$ cat src/rtl/gpio_pad_ctrl.sv
// GPIO pad bank controller: pad output/enable registers, input synchroniser and edge interrupts.
// Optional per-bit glitch filter on the synchronised inputs when GPIO_PAD_CTRL_FILTER_EN is defined.
module gpio_pad_ctrl #(
    parameter int WIDTH = 8
) (
    input  logic             clk,
    input  logic             rst_n,
    input  logic             sel,
    input  logic             we,
    input  logic [2:0]       addr,
    input  logic [31:0]      wdata,
    output logic [31:0]      rdata,
    output logic             irq,
    output logic [WIDTH-1:0] pad_dout,
    output logic [WIDTH-1:0] pad_oe,
    output logic [WIDTH-1:0] pad_ie,
    output logic [WIDTH-1:0] pad_puen,
    input  logic [WIDTH-1:0] pad_di
);

    logic [WIDTH-1:0] reg_dout;
    logic [WIDTH-1:0] reg_oe;
    logic [WIDTH-1:0] reg_ie;
    logic [WIDTH-1:0] reg_puen;
    logic [WIDTH-1:0] reg_irq_en;
    logic [WIDTH-1:0] reg_irq_pol;
    logic [WIDTH-1:0] reg_irq_stat;

    logic [WIDTH-1:0] sync_meta;
    logic [WIDTH-1:0] sync;
    logic [WIDTH-1:0] filt;
    logic [WIDTH-1:0] prev;
    logic [WIDTH-1:0] ie_d;
    logic [WIDTH-1:0] edge_det;
    logic [WIDTH-1:0] w1c;
    logic [WIDTH-1:0] wr_val;
    logic [31:0]      rd_val;
    logic             wr_en;
    logic             rd_en;

    assign wr_en  = sel & we;
    assign rd_en  = sel & ~we;
    assign wr_val = wdata[WIDTH-1:0];
    assign w1c    = (wr_en && addr == 3'd7) ? wr_val : '0;

    // ie_d gates out the false edge produced when an input enable is switched on
    assign edge_det = reg_ie & ie_d &
                      ((reg_irq_pol & filt & ~prev) | (~reg_irq_pol & ~filt & prev));

    assign pad_dout = reg_dout;
    assign pad_oe   = reg_oe;
    assign pad_ie   = reg_ie;
    assign pad_puen = reg_puen;
    assign irq      = |(reg_irq_stat & reg_irq_en);

    always_comb begin
        rd_val = '0;
        case (addr)
            3'd0: rd_val[WIDTH-1:0] = reg_dout;
            3'd1: rd_val[WIDTH-1:0] = reg_oe;
            3'd2: rd_val[WIDTH-1:0] = reg_ie;
            3'd3: rd_val[WIDTH-1:0] = reg_puen;
            3'd4: rd_val[WIDTH-1:0] = filt;
            3'd5: rd_val[WIDTH-1:0] = reg_irq_en;
            3'd6: rd_val[WIDTH-1:0] = reg_irq_pol;
            3'd7: rd_val[WIDTH-1:0] = reg_irq_stat;
            default: rd_val = '0;
        endcase
    end

    always_ff @(posedge clk or negedge rst_n) begin
        if (!rst_n) begin
            reg_dout     <= '0;
            reg_oe       <= '0;
            reg_ie       <= '0;
            reg_puen     <= '0;
            reg_irq_en   <= '0;
            reg_irq_pol  <= '1;
            reg_irq_stat <= '0;
            rdata        <= '0;
            sync_meta    <= '0;
            sync         <= '0;
            prev         <= '0;
            ie_d         <= '0;
        end else begin
            if (wr_en) begin
                case (addr)
                    3'd0: reg_dout    <= wr_val;
                    3'd1: reg_oe      <= wr_val;
                    3'd2: reg_ie      <= wr_val;
                    3'd3: reg_puen    <= wr_val;
                    3'd5: reg_irq_en  <= wr_val;
                    3'd6: reg_irq_pol <= wr_val;
                    default: ;
                endcase
            end
            // a new edge takes priority over a simultaneous clear
            reg_irq_stat <= (reg_irq_stat & ~w1c) | edge_det;
            if (rd_en) begin
                rdata <= rd_val;
            end
            sync_meta <= pad_di;
            sync      <= sync_meta;
            prev      <= filt;
            ie_d      <= reg_ie;
        end
    end

`ifdef GPIO_PAD_CTRL_FILTER_EN
    logic [1:0] flt_cnt [WIDTH];

    // filt follows sync only after sync has differed from it for four consecutive cycles
    always_ff @(posedge clk or negedge rst_n) begin
        if (!rst_n) begin
            filt <= '0;
            for (int i = 0; i < WIDTH; i++) begin
                flt_cnt[i] <= 2'd0;
            end
        end else begin
            for (int i = 0; i < WIDTH; i++) begin
                if (sync[i] != filt[i]) begin
                    if (flt_cnt[i] == 2'd3) begin
                        filt[i]    <= sync[i];
                        flt_cnt[i] <= 2'd0;
                    end else begin
                        flt_cnt[i] <= flt_cnt[i] + 2'd1;
                    end
                end else begin
                    flt_cnt[i] <= 2'd0;
                end
            end
        end
    end
`else
    assign filt = sync;
`endif

endmodule

$ cat config.mk
export PLATFORM = sky130hd
export DESIGN_NAME = gpio_pad_ctrl
export DESIGN_NICKNAME = d
export VERILOG_FILES = /design/src/rtl/gpio_pad_ctrl.sv
export SDC_FILE = /design/constraint.sdc
export NUM_CORES = 1
export LEC_CHECK = 0
export ABC_AREA = 1
export BUFFER_PORTS_ARGS = -buffer_cell sky130_fd_sc_hd__buf_4
export CAP_MARGIN = 20
export CORE_MARGIN = 1.5
export CORE_UTILIZATION = 25
export DETAILED_ROUTE_END_ITERATION = 8
export GPL_TIMING_DRIVEN = 0
export HOLD_SLACK_MARGIN = 0.06
export SETUP_SLACK_MARGIN = 0.1
export SYNTH_ARGS = -nofsm -noshare
export SYNTH_HDL_FRONTEND = slang
export SYNTH_SLANG_ARGS = --single-unit
$ cat constraint.sdc
create_clock -name clk -period 0.9 [get_ports clk]
set_input_delay 0.09 -clock clk [delete_from_list [all_inputs] [get_ports clk]]
set_output_delay 0.09 -clock clk [all_outputs]
set_load 0.05 [all_outputs]
Yosys cells after proc, flatten, opt, wreduce, memory -nomap -nowiden
Index checks and enable logic that the tools add are counted.
- bitwise gates (word level): 17
- reductions and logical operators: 9
- add/subtract/negate cells: 0
- mux-type cells: 2
- multipliers: 0
- equality and inequality tests: 7
- shift-type cells: 0
- div/mod/pow operators: 0
- magnitude comparators: 0
- operators by type and width (cell ; count):
    $and A8 B8 Y8 ; 8
    $pmux W8 S8 ; 1
    $not A8 Y8 ; 4
    $or A8 B8 Y8 ; 2
    $eq A3 B3 Y1 const B ; 4
    $reduce_and A2 Y1 ; 6
    $mux W8 ; 1
    $reduce_or A8 Y1 ; 1
    $eq A3 B2 Y1 const B ; 2
    $eq A3 B1 Y1 const B ; 1
    $logic_not A3 Y1 ; 1
    $and A1 B1 Y1 ; 2
    $logic_and A1 B1 Y1 ; 1
    $not A1 Y1 ; 1
- output and inout port bits: 65
- bits of input ports: 47
- bits in read-only memories: 0
- flip-flop bits (word level): 96
- logic and storage cells: 47
- latch bits: 0
- memories kept: 0
- bits in writable memories: 0

Depth between registers and ports, before layout
- depth in word-level cells: 6
- depth in mapped cells: 10
- gate-level depth less buffers: 7

Worst setup path after synthesis
Ideal clock, no wire load.
- kind: reg2reg
- start point: register reg_ie[2], in the netlist pad_ie[2]
- end point: register rdata[2]
- stages on the path, launching flop included: 7
- data arrival time: 999 ps
- path slack: -217 ps
- required time: 782 ps
- path buffers: 0
- cell sequence: dfrtp_1 > nand4_1 > nand2_1 > nor2_1 > nand2_1 > nand2_1 > nand2_1
- longest elaborated chain between the ends: 1
- ends and longest elaborated chain (element ; line ; RTL):
    start, declared ; 23 ; logic [WIDTH-1:0] reg_ie;
    start signal, assigned ; 90 ; 3'd2: reg_ie <= wr_val;
    $pmux W8 S8 ; 58 ; case (addr)
    end signal, assigned ; 100 ; rdata <= rd_val;
    end, declared ; 12 ; output logic [31:0] rdata,
Every way passes these cells.
A chain may end at the register's enable or synchronous reset.

Worst setup path in the final report
- start point: register reg_irq_stat[5]
- end point: output irq
- longest elaborated chain between the ends: 2
- ends and longest elaborated chain (element ; line ; RTL):
    start, declared ; 27 ; logic [WIDTH-1:0] reg_irq_stat;
    start signal, assigned ; 98 ; reg_irq_stat <= (reg_irq_stat & ~w1c) | edge_det;
    $and A8 B8 Y8 ; 54 ; assign irq = |(reg_irq_stat & reg_irq_en);
    $reduce_or A8 Y1 ; 54 ;
    end, declared ; 13 ; output logic irq,
Every way passes these cells.

==> impl_summary.md <==
Outcome
The run finished, with violations left. The checks that failed: hold timing, setup timing.

Floorplan
The die outline area is 18,700 um^2. For this design the top-level I/O count stands at 112. In this run the horizontal extent of the chip is about 140 um. Once the floorplan was initialized, standard cells occupied 25.7% of the core. The floorplan has 48 rows. The core region area is approximately 17,000 um^2. The die height is 137 um.

Global route
The number of antenna violations at the first check in global routing is 0. The largest net degree at the start of global routing is 51. The number of global-route vias before repair was 3,693.

The global-route total usage across every layer is 14.7%. The first global-routing pass estimated 20,600 um of wire. Global routing finished with a remaining overflow of 0.

Cells and area
The ratio of cells with drive above 1 in the final layout is 42.6%. The post-route core utilization is 38.8%. The relative area change from synthesis to final layout is 50.7%. In the final design database the tool counted 700 nets. The number of antenna cells inserted is 0. The number of cells in the finished layout apart from fillers is a little under 900.

Logic synthesis
The part of the Yosys area used for sequential elements is 54.0%. The number of synthesized register bits is between 90 and 100. Counting every instance in the synthesized netlist gives ~490. The mapped netlist covers between 4000 and 5000 um^2. The count of warnings emitted by yosys is 0. The synthesized netlist contains 26 unique library cells.

A synthesized cell averages 9.17 um^2.

Drt
The final routed wirelength across all metal layers is 13,300 um. After the first detailed-routing iteration, the DRC count stood at 281. The post-detailed-route DRC marker count is 0. The final route contains 3,972 vias. The number of nets with antenna violations after routing is 0. Dividing the detail-routed wire length by the instance count gives around 15 um. The first detailed-routing pass took 5 iterations. The via count normalized by instance count is around 4.5.

Timing
The final hold violation count is 45. The final cycle utilization of the critical path is 169%. Once routing completed, OpenROAD measured the worst setup slack at -0.617 ns. The headroom to the max-slew limit is 57.8%. Setup repair after global routing could not meet its margin everywhere. Final hold analysis gives a worst-case slack of -0.254 ns.

The count of endpoints failing setup in the final report is 58. The maximum clock frequency is 0.659 GHz. For the final database, setup skew stands at 0.00584 ns. The max-slew violation total from the final report came to 0. For the pin with the worst max-slew slack, the measured transition is 0.632 ns.

The clock period minus worst slack is between 1.5 and 2 ns. The setup TNS is -7.25 ns.

Placed design
The post-placement setup slack is -0.483 ns. The count of placed standard cells including taps is 798. The count of buffers inserted at the top-level ports is 62. At the end of routability-driven placement, the weighted congestion stood at 0.845. The HPWL reported at the end of detailed placement is just over 9000 um.

Clock tree
The master cell of the clock root buffer is sky130_fd_sc_hd__clkbuf_16. The number of clock sinks seen by CTS is 96. The later pin in the worst-skew pair is clocked with a latency of 0.35 ns. The TritonCTS clock tree is yes. CTS built an H-tree with a depth of 3. The TritonCTS buffer count is 9. Counting along the longest clock path gives a buffer depth of 2. The number of hold buffers added after CTS was 16. The clock input transition at the sequential cells of the worst setup and hold paths is 0.07 ns.

Power
The power density over cell area is roughly 2300 nW/um^2. Across the VDD grid, the largest voltage drop is approximately 1.3 mV. The static power due to leakage is about 3.2 nW.

Setup path
The critical path in this run is classified as flip-flop to output port. The critical path capture point type is an output port. The startpoint class of the critical path is a flip-flop. Data arrives at the worst endpoint at ~1.4 ns. The data required time of the worst path is 0.81 ns. Of all nets on the critical path, the largest fanout is 2.

Worst hold path
The path class of the tightest hold or removal check is input pin to async pin.

Run
Max-cap violations in this run came to 0.
## placed cells by master (no fill, tap or decap), types with 4 or more instances in the layout
cell                            synthesis  final
sky130_fd_sc_hd__buf_2                 11      7
sky130_fd_sc_hd__nand3_1               16     16
sky130_fd_sc_hd__a21oi_1                8      7
sky130_fd_sc_hd__inv_2                  2      9
sky130_fd_sc_hd__buf_6                  7     75
sky130_fd_sc_hd__inv_1                 38     31
sky130_fd_sc_hd__nand2_2                0     13
sky130_fd_sc_hd__nor2_1                17     14
sky130_fd_sc_hd__nand4_4                3      4
sky130_fd_sc_hd__dlygate4sd3_1          0     16
sky130_fd_sc_hd__o21ai_1               10     52
sky130_fd_sc_hd__buf_4                 28     70
sky130_fd_sc_hd__nand4_1               48     48
sky130_fd_sc_hd__buf_8                  0      5
sky130_fd_sc_hd__dfrtp_1               88     55
sky130_fd_sc_hd__nand2_1              120    106
sky130_fd_sc_hd__dfstp_2                8      8
sky130_fd_sc_hd__conb_1                 1     24
sky130_fd_sc_hd__o21ai_2                4     21
sky130_fd_sc_hd__clkbuf_16              0     10
sky130_fd_sc_hd__o21ai_0               66      7
sky130_fd_sc_hd__dfrtp_2                0     33
## synth_stat cells, drive strengths merged
cell	number	area share (%)
dfrtp	88	49
nand4	52	8.4
a21oi	8	0.90
nand2	121	10
clkbuf	2	0.17
a221oi	2	0.39
o21ai	80	9.3
nand3	17	2.2
conb	1	0.084
buf	46	7.7
nor2	18	1.9
dfstp	8	4.7
nor4	2	0.95
inv	42	3.7
## routing by layer
layer | vias to the layer above | global-route usage, % | routed length [um]
li1 | 1928 | - | -
met1 | 1893 | 20.9 | 6170
met2 | 137 | 22.3 | 6100
met3 | 14 | 3.11 | 892
met4 | 0 | 4.14 | 160
met5 | - | 0 | 0
## critical path, cell delays in order, from the launching register on
cell and delay [ns]:
sky130_fd_sc_hd__dfrtp_1 0.40, sky130_fd_sc_hd__nand2_1 0.08, sky130_fd_sc_hd__nand2_1 0.07, sky130_fd_sc_hd__a221oi_2 0.22, sky130_fd_sc_hd__nand2_2 0.13, sky130_fd_sc_hd__buf_8 0.17
## through the flow
stage	total power [W]	cell area (um^2)
floorplan	0.00864	4690
global placement	0.00998	5440
detailed placement	0.0101	5460
CTS	0.0151	6420
global route	0.0161	6740
finish	0.0154	6740
## final cells by class
cell class,instances,area (um^2)
flip-flops and latches,96,2450
clock buffers,11,253
fillers,1764,10600
well taps,225,282
repair buffers,132,1340
multi-input cells,324,1760
inverters,42,170
plain buffers,48,418
clock inverters,5,55.1
## repair_timing
action | 4_1_cts | 5_1_grt
cloned | 0 | 2
setup buffers | 36 | 17
pin swaps | 34 | 28
hold endpoints to repair | 69 | 45
endpoints found under the setup margin | 73 | 82
resized for setup | 77 | 50
## registers in the layout, indices dropped and copies added (netlist names)
register / count
pad_oe: 8
rdata: 8
sync_meta: 8
filt: 8
ie_d: 8
reg_irq_stat: 8
pad_ie: 8
reg_irq_en: 8
prev: 8
pad_dout: 8
reg_irq_pol: 8
pad_puen: 8
## power by group
| group | internal, W | switching (W) |
|---|---|---|
| registers | 0.00526 | 0.000821 |
| logic | 0.00228 | 0.00308 |
| clock network | 0.00229 | 0.00165 |
| total | 0.00983 | 0.00556 |
## logic make-up after synthesis
logic type             count (synthesis)  share of synthesized area (%)
AOI/OAI and AO/OA                     90                           10.6
buffers and inverters                 90                           11.6
DFF                                   96                           54.0
other                                  1                         0.0839
and+or+nand+nor                      210                           23.8
## worst paths after layout
| path | start | end | slack, ns | cells after the start |
|---|---|---|---|---|
| setup reg to reg | reg_irq_stat[1]$_DFF_PN0_ | rdata[1]$_DFFE_PN0P_ | -0.23 | 7 |
| max in group asynchronous | rst_n | reg_irq_pol[3]$_DFFE_PN1P_ | 0.43 | 2 |
| setup / recovery | reg_irq_stat[5]$_DFF_PN0_ | irq | -0.62 | 5 |
| min in group clk | wdata[3] | pad_ie[3]$_DFFE_PN0P_ | 0.09 | 3 |
| hold reg to reg | sync_meta[2]$_DFF_PN0_ | filt[2]$_DFF_PN0_ | 0.35 | 0 |
| hold / removal | rst_n | sync_meta[5]$_DFF_PN0_ | -0.25 | 1 |
(Power assumes the default switching activity.)
